$ cat src/rtl/button_conditioner.sv
// Per-channel button debouncer: 2-flop sync, shared sample tick, saturating qualify counter.
// debounced rises after PULSE_CNT_MAX consecutive high ticks, falls 3 clocks after in falls; edge_pulse is one cycle.
module button_conditioner #(
  parameter int WIDTH          = 4,
  parameter int SAMPLE_CNT_MAX = 62500,
  parameter int PULSE_CNT_MAX  = 200
) (
  input  logic             clk,
  input  logic             rst,
  input  logic [WIDTH-1:0] in,
  output logic [WIDTH-1:0] debounced,
  output logic [WIDTH-1:0] edge_pulse
);

  localparam int SW = (SAMPLE_CNT_MAX > 1) ? $clog2(SAMPLE_CNT_MAX) : 1;
  localparam int CW = $clog2(PULSE_CNT_MAX + 1);
  localparam logic [SW-1:0] SAMPLE_LAST = SW'(SAMPLE_CNT_MAX - 1);
  localparam logic [CW-1:0] PULSE_FULL  = CW'(PULSE_CNT_MAX);

  logic [WIDTH-1:0] r_sync_meta;
  logic [WIDTH-1:0] r_sync;
  logic [SW-1:0]    r_sample_cnt;
  logic [CW-1:0]    r_pulse_cnt [WIDTH];
  logic [WIDTH-1:0] r_debounced_q;
  logic             w_tick;

  always_ff @(posedge clk) begin
    if (rst) begin
      r_sync_meta <= '0;
      r_sync      <= '0;
    end else begin
      r_sync_meta <= in;
      r_sync      <= r_sync_meta;
    end
  end

  // With SAMPLE_CNT_MAX == 1 the counter is pinned at 0 and the tick is constant.
  assign w_tick = (r_sample_cnt == SAMPLE_LAST);

  always_ff @(posedge clk) begin
    if (rst || w_tick) begin
      r_sample_cnt <= '0;
    end else begin
      r_sample_cnt <= r_sample_cnt + 1'b1;
    end
  end

  // A synced low always wins, so any glitch shorter than the window restarts qualification.
  always_ff @(posedge clk) begin
    for (int i = 0; i < WIDTH; i++) begin
      if (rst || !r_sync[i]) begin
        r_pulse_cnt[i] <= '0;
      end else if (w_tick && (r_pulse_cnt[i] < PULSE_FULL)) begin
        r_pulse_cnt[i] <= r_pulse_cnt[i] + 1'b1;
      end
    end
  end

  always_comb begin
    debounced = '0;
    for (int i = 0; i < WIDTH; i++) begin
      debounced[i] = (r_pulse_cnt[i] == PULSE_FULL);
    end
  end

  always_ff @(posedge clk) begin
    if (rst) begin
      r_debounced_q <= '0;
    end else begin
      r_debounced_q <= debounced;
    end
  end

  assign edge_pulse = debounced & ~r_debounced_q;

endmodule

$ cat config.mk
export PLATFORM = sky130hd
export DESIGN_NAME = button_conditioner
export DESIGN_NICKNAME = d
export VERILOG_FILES = /design/src/rtl/button_conditioner.sv
export SDC_FILE = /design/constraint.sdc
export NUM_CORES = 1
export LEC_CHECK = 0
export ABC_AREA = 1
export BUFFER_PORTS_ARGS = -buffer_cell sky130_fd_sc_hd__buf_4
export CAP_MARGIN = 10
export CORE_UTILIZATION = 57
export CTS_BUF_LIST = sky130_fd_sc_hd__clkbuf_8
export DETAILED_ROUTE_END_ITERATION = 10
export HOLD_SLACK_MARGIN = 0.08
export PLACE_DENSITY = 0.75
export SLEW_MARGIN = 20
export SYNTH_ARGS = -nofsm -noshare
export SYNTH_HDL_FRONTEND = slang
export SYNTH_SLANG_ARGS = --single-unit
$ cat constraint.sdc
create_clock -name clk -period 1.8 [get_ports clk]
set_input_delay 0.09 -clock clk [delete_from_list [all_inputs] [get_ports clk]]
set_output_delay 0.09 -clock clk [all_outputs]
set_load 0.02 [all_outputs]
Word-level counts from Yosys, hierarchy flattened
Memories as Yosys holds them, arrays and structs flattened.
Index checks and enable logic that the tools add are counted.
- bits in registers: 28
- RAM bits: 32
- input port bits: 6
- output and inout bits: 8
- word-level logic and storage cells: 62
- memories: 1
- memories (name ; depth ; bits a word ; read ports ; clocked after Yosys merged registers in ; write ports ; line ; source):
    r_pulse_cnt ; 4 ; 8 ; 4 ; 0 ; 4 ; 23 ; logic [CW-1:0] r_pulse_cnt [WIDTH];
- $add $sub $neg: 5
- $lt $le $gt $ge: 4
- equality and inequality tests: 5
- muxes and demuxes: 24
- bitwise logic cells: 6
- reductions and logical operators: 13
- operators by type and width (kind ; count):
    $add A8 B1 Y8 const B ; 4
    $eq A8 B8 Y1 const B ; 4
    $lt A8 B8 Y1 const B ; 4
    $mux W8 ; 4
    $mux W1 ; 20
    $add A16 B1 Y16 const B ; 1
    $eq A16 B16 Y1 const B ; 1
    $logic_or A1 B1 Y1 ; 5
    $and A4 B4 Y4 ; 1
    $logic_and A1 B1 Y1 ; 4
    $logic_not A1 Y1 ; 4
    $not A4 Y4 ; 1
    $or A1 B1 Y1 ; 4

Longest topological paths before layout
- depth in word-level cells: 6
- depth in mapped cells: 8
- mapped depth without buffers: 8

Worst setup path before layout
No wires, ideal clock.
- path type: register -> register
- from: register r_sample_cnt[0]
- to: memory r_pulse_cnt[1][0] (netlist name) (enable)
- library setup time: 0.329 ns
- arrival: 1.386 ns
- required time: 1.471 ns
- slack: 0.085 ns
- stages on the path, launching flop included: 9
- buffers on the path: 0
- period minus slack after synthesis: 1.715 ns
- cells stage by stage: dfxtp_1 -> ha_1 -> inv_2 -> nor2_4 -> nand2_4 -> nor2_8 -> and2_4 -> nand2_1 -> nand2_1
- RTL lines (item ; line ; source):
    start: declaration ; 22 ; logic [SW-1:0] r_sample_cnt;
    start signal: assignment ; 44 ; r_sample_cnt <= r_sample_cnt + 1'b1;
    end: declaration ; 23 ;

==> impl_metrics.tcl <==
set metrics [dict create \
    drive_above_1_share_pct 16.6 \
    clkLatencyLatePin_ns 0.33 \
    first_global_vias 2317 \
    reg2reg_setup_slack_ns 0.16 \
    ys_ff_latch 60 \
    min-delay-start "r_sync_meta[1]" \
    synth.distinct_cells 31 \
    hold_viol 0 \
    clock-sinks 60 \
    max_freq_mhz 604 \
    num_rows 26 \
    drc_errors 0 \
    start_util_pct 61.0 \
    vias 2427 \
    first_iter_violations 93 \
    path_clk_slew_ns 0.07 \
    clkPwrFrac_pct 45.0 \
    whs_path_depth 2 \
    async_reset_ff_share_pct 0 \
    pwr-share-seq_pct 51.4 \
    period_minus_slack_ns 1.66 \
    max_slew_margin_pct 76.7 \
    ant_nets 0 \
    cpPeakStageDelay_ns 0.42 \
    die_w_um 76.9 \
    path_class "flip-flop to primary output" \
    area_delta_synth_final_pct 18.0 \
    core_um2 5240 \
    diodes 0 \
    dp_hpwl_mm 4.10 \
    gp_congestion 0.864 \
    yosysSeqAreaShare_pct 47.6 \
    r2r_cells 8 \
    fin_setup_tns_ns 0 \
    start_kind "flip-flop" \
    io_buffer_count 13 \
    worst_pin_slew_ns 0.347 \
    nets 437 \
    wl_mm 5.73 \
    pwr-share-comb_pct 3.6 \
    crit_required_ns 1.71 \
    synthCells 382 \
    dr.pass1.iters 4 \
    fillers 412 \
    htreeDepth 3 \
    crit_path_top_delay_cell "edfxtp_1" \
    cp.arrival_ns 1.57 \
    drv_cap 0 \
    syn_area_per_cell_um2 8.37 \
    crit_fanout 3 \
    tritoncts "built" \
    power.internal_w 0.00228 \
    cts_buffer_depth 2 \
    syn_area_um2 3200 \
    hp-class "flip-flop to flip-flop" \
    holdPathEnd "r_sync[1]" \
    multi_input_area_um2 1430 \
    synth_flop_cell "edfxtp_1" \
    power.density_nw_per_um2 764 \
    finalCritPeriodShare_pct 92.0 \
    ys_warn_count 0 \
    ir_drop_v 0.000628 \
    syn-num-nets 397 \
    switchingPower_w 0.000604 \
    final_util_pct 72.0 \
    numCtsBuffers 9 \
    setup_viol 0 \
    fin_area_um2 3770 \
    rr_startpoint "r_sample_cnt[0]" \
    grt_antenna_before_repair 0 \
    switching_share_pct 20.9 \
    track_usage_pct 21.3 \
    worstReg2RegEnd "r_pulse_cnt[2][5]" \
    detail_route.wl_per_cell_um 11.5 \
    ios 14 \
    viasPerCell 4.88 \
    end_kind "primary output" \
    leakage_nw 1.62 \
    regArea_um2 1520 \
    finalHoldWorstSlack_ns 0.403 \
    die_y_um 76.9 \
    grt_pass1_wl_mm 9.85 \
    cts_root_buf "clkbuf_8" \
    placed_area_um2 3400 \
    status "finished clean" \
    grt_max_degree 18 \
    fin_worst_skew_ns 0.00405 \
    rsz0062_at_grt "true" \
    synth-edff-count 32 \
    crit_chain "inv_1 > nand2_1 > nor3_2 > nand2_1 > nor2_1 > inv_1 > nor2_1 > buf_4" \
    overflow 0 \
    report.final.slew_viol_count 0 \
    dieArea_um2 5910 \
]
registers in the layout (all words and copies together) (netlist names):
name           cells
r_sync             4
r_sample_cnt      16
r_pulse_cnt       32
r_sync_meta        4
r_debounced_q      4
power by group through the flow:
stage / Clock, W / Combinational [W] / Sequential [W]
after floorplan: 0 / 0.0000601 / 0.00151
after global placement: 0 / 0.0000772 / 0.00151
after detailed placement: 0 / 0.0000814 / 0.00151
after CTS: 0.00134 / 0.0000974 / 0.00148
after global routing: 0.00138 / 0.000115 / 0.00149
final: 0.00130 / 0.000103 / 0.00148
worst max-delay path by stage:
stage	cells after the start	startpoint	slack (ns)	endpoint
after detailed placement	8	r_sample_cnt[0]	0.05	r_pulse_cnt[2][7]
after global placement	8	r_sample_cnt[0]	0.11	r_pulse_cnt[2][7]
after floorplan	8	r_sample_cnt[0]	0.08	r_pulse_cnt[1][0]
after global routing	8	r_pulse_cnt[1][4]	-0.0006	edge_pulse[1]
after CTS	8	r_sample_cnt[0]	0.04	r_pulse_cnt[2][5]
final	8	r_pulse_cnt[2][5]	0.14	edge_pulse[2]
routing by layer:
metal  wire length [um]  track usage (%)  up-vias
met5                  0                0        -
met4                 63             7.69        0
met3                210             6.07        8
met2               2810             36.7       41
met1               2650             25.1     1106
li1                   -                -     1272
cell usage in the layout, fill, tap and decap left out, drive strengths merged:
master / synthesis / layout
nor3b: 1 / 1
clkbuf: 1 / 9
clkinvlp: 0 / 2
nand3b: 2 / 2
buf: 2 / 23
xor2: 19 / 19
nor3: 2 / 2
o21bai: 2 / 2
nor4: 1 / 1
inv: 67 / 68
or2: 1 / 1
nand2: 65 / 65
nor2: 97 / 97
o21ai: 4 / 4
xnor2: 5 / 5
dlygate4sd3: 0 / 9
ha: 9 / 9
a31oi: 1 / 1
clkinv: 0 / 2
and2: 1 / 1
nand4: 11 / 11
edfxtp: 32 / 32
nand3: 25 / 25
dfxtp: 28 / 28
a21oi: 6 / 6
bufinv: 0 / 2
cell usage after synthesis (2+ instances only):
cell	instances	area, um2
nor2_1	87	327
inv_1	63	236
nand2_1	62	233
edfxtp_1	32	961
dfxtp_1	28	561
nand3_1	23	115
xor2_1	19	166
ha_1	9	113
nor2_2	7	43.8
a21oi_1	6	30.0
nand4_1	6	37.5
nand4_4	5	106
xnor2_1	5	43.8
inv_2	4	15.0
o21ai_0	3	15.0
buf_4	2	15.0
nand2_2	2	12.5
nand3_2	2	20.0
nand3b_1	2	15.0
nor2_8	2	40.0
nor3_1	2	10.0
o21bai_1	2	15.0
cells by family (layout without fill, tap and decap cells):
| kind of cell | after synthesis | count (layout) | share of synthesized area [%] |
|---|---|---|---|
| buffers and inverters | 70 | 115 | 8.45 |
| adder cells (fa/ha/maj) | 9 | 9 | 3.52 |
| AO/OA/AOI/OAI | 13 | 13 | 2.23 |
| AND/OR/NAND/NOR | 206 | 206 | 31.6 |
| flip-flops | 60 | 60 | 47.6 |
| XOR/XNOR | 24 | 24 | 6.58 |
layout make-up:
class                           instances  area share, %
Timing Repair Buffer                   32           6.97
Multi-Input combinational cell        252           38.0
Inverter                               67           6.67
Clock inverter                          7           2.45
Sequential cell                        60           40.3
Tap cell                               70           2.32
Clock buffer                            9           3.28
worst max-delay path: cells and delay by family (launching register included):
family | cells | cell delay [ns]
flops | 1 | 0.42
simple gates | 5 | 0.48
buf+inv | 3 | 0.33
timing repair:
| action | 4_1_cts | 5_1_grt |
|---|---|---|
| gates resized for setup | 0 | 8 |
| hold buffers | 9 | 0 |
| endpoints found under the hold margin | 11 | 0 |
| setup buffers | 0 | 5 |
| endpoints found under the setup margin | 0 | 35 |
stage by stage:
stage               total power, W  worst slack (ns)  instances
floorplan                  0.00157            0.0850        382
global placement           0.00159             0.110        467
detailed placement         0.00159            0.0536        467
CTS                        0.00292            0.0351        492
global route               0.00298         -0.000572        497
finish                     0.00288             0.144        497
Note: power is estimated with default switching activity, not from simulation.
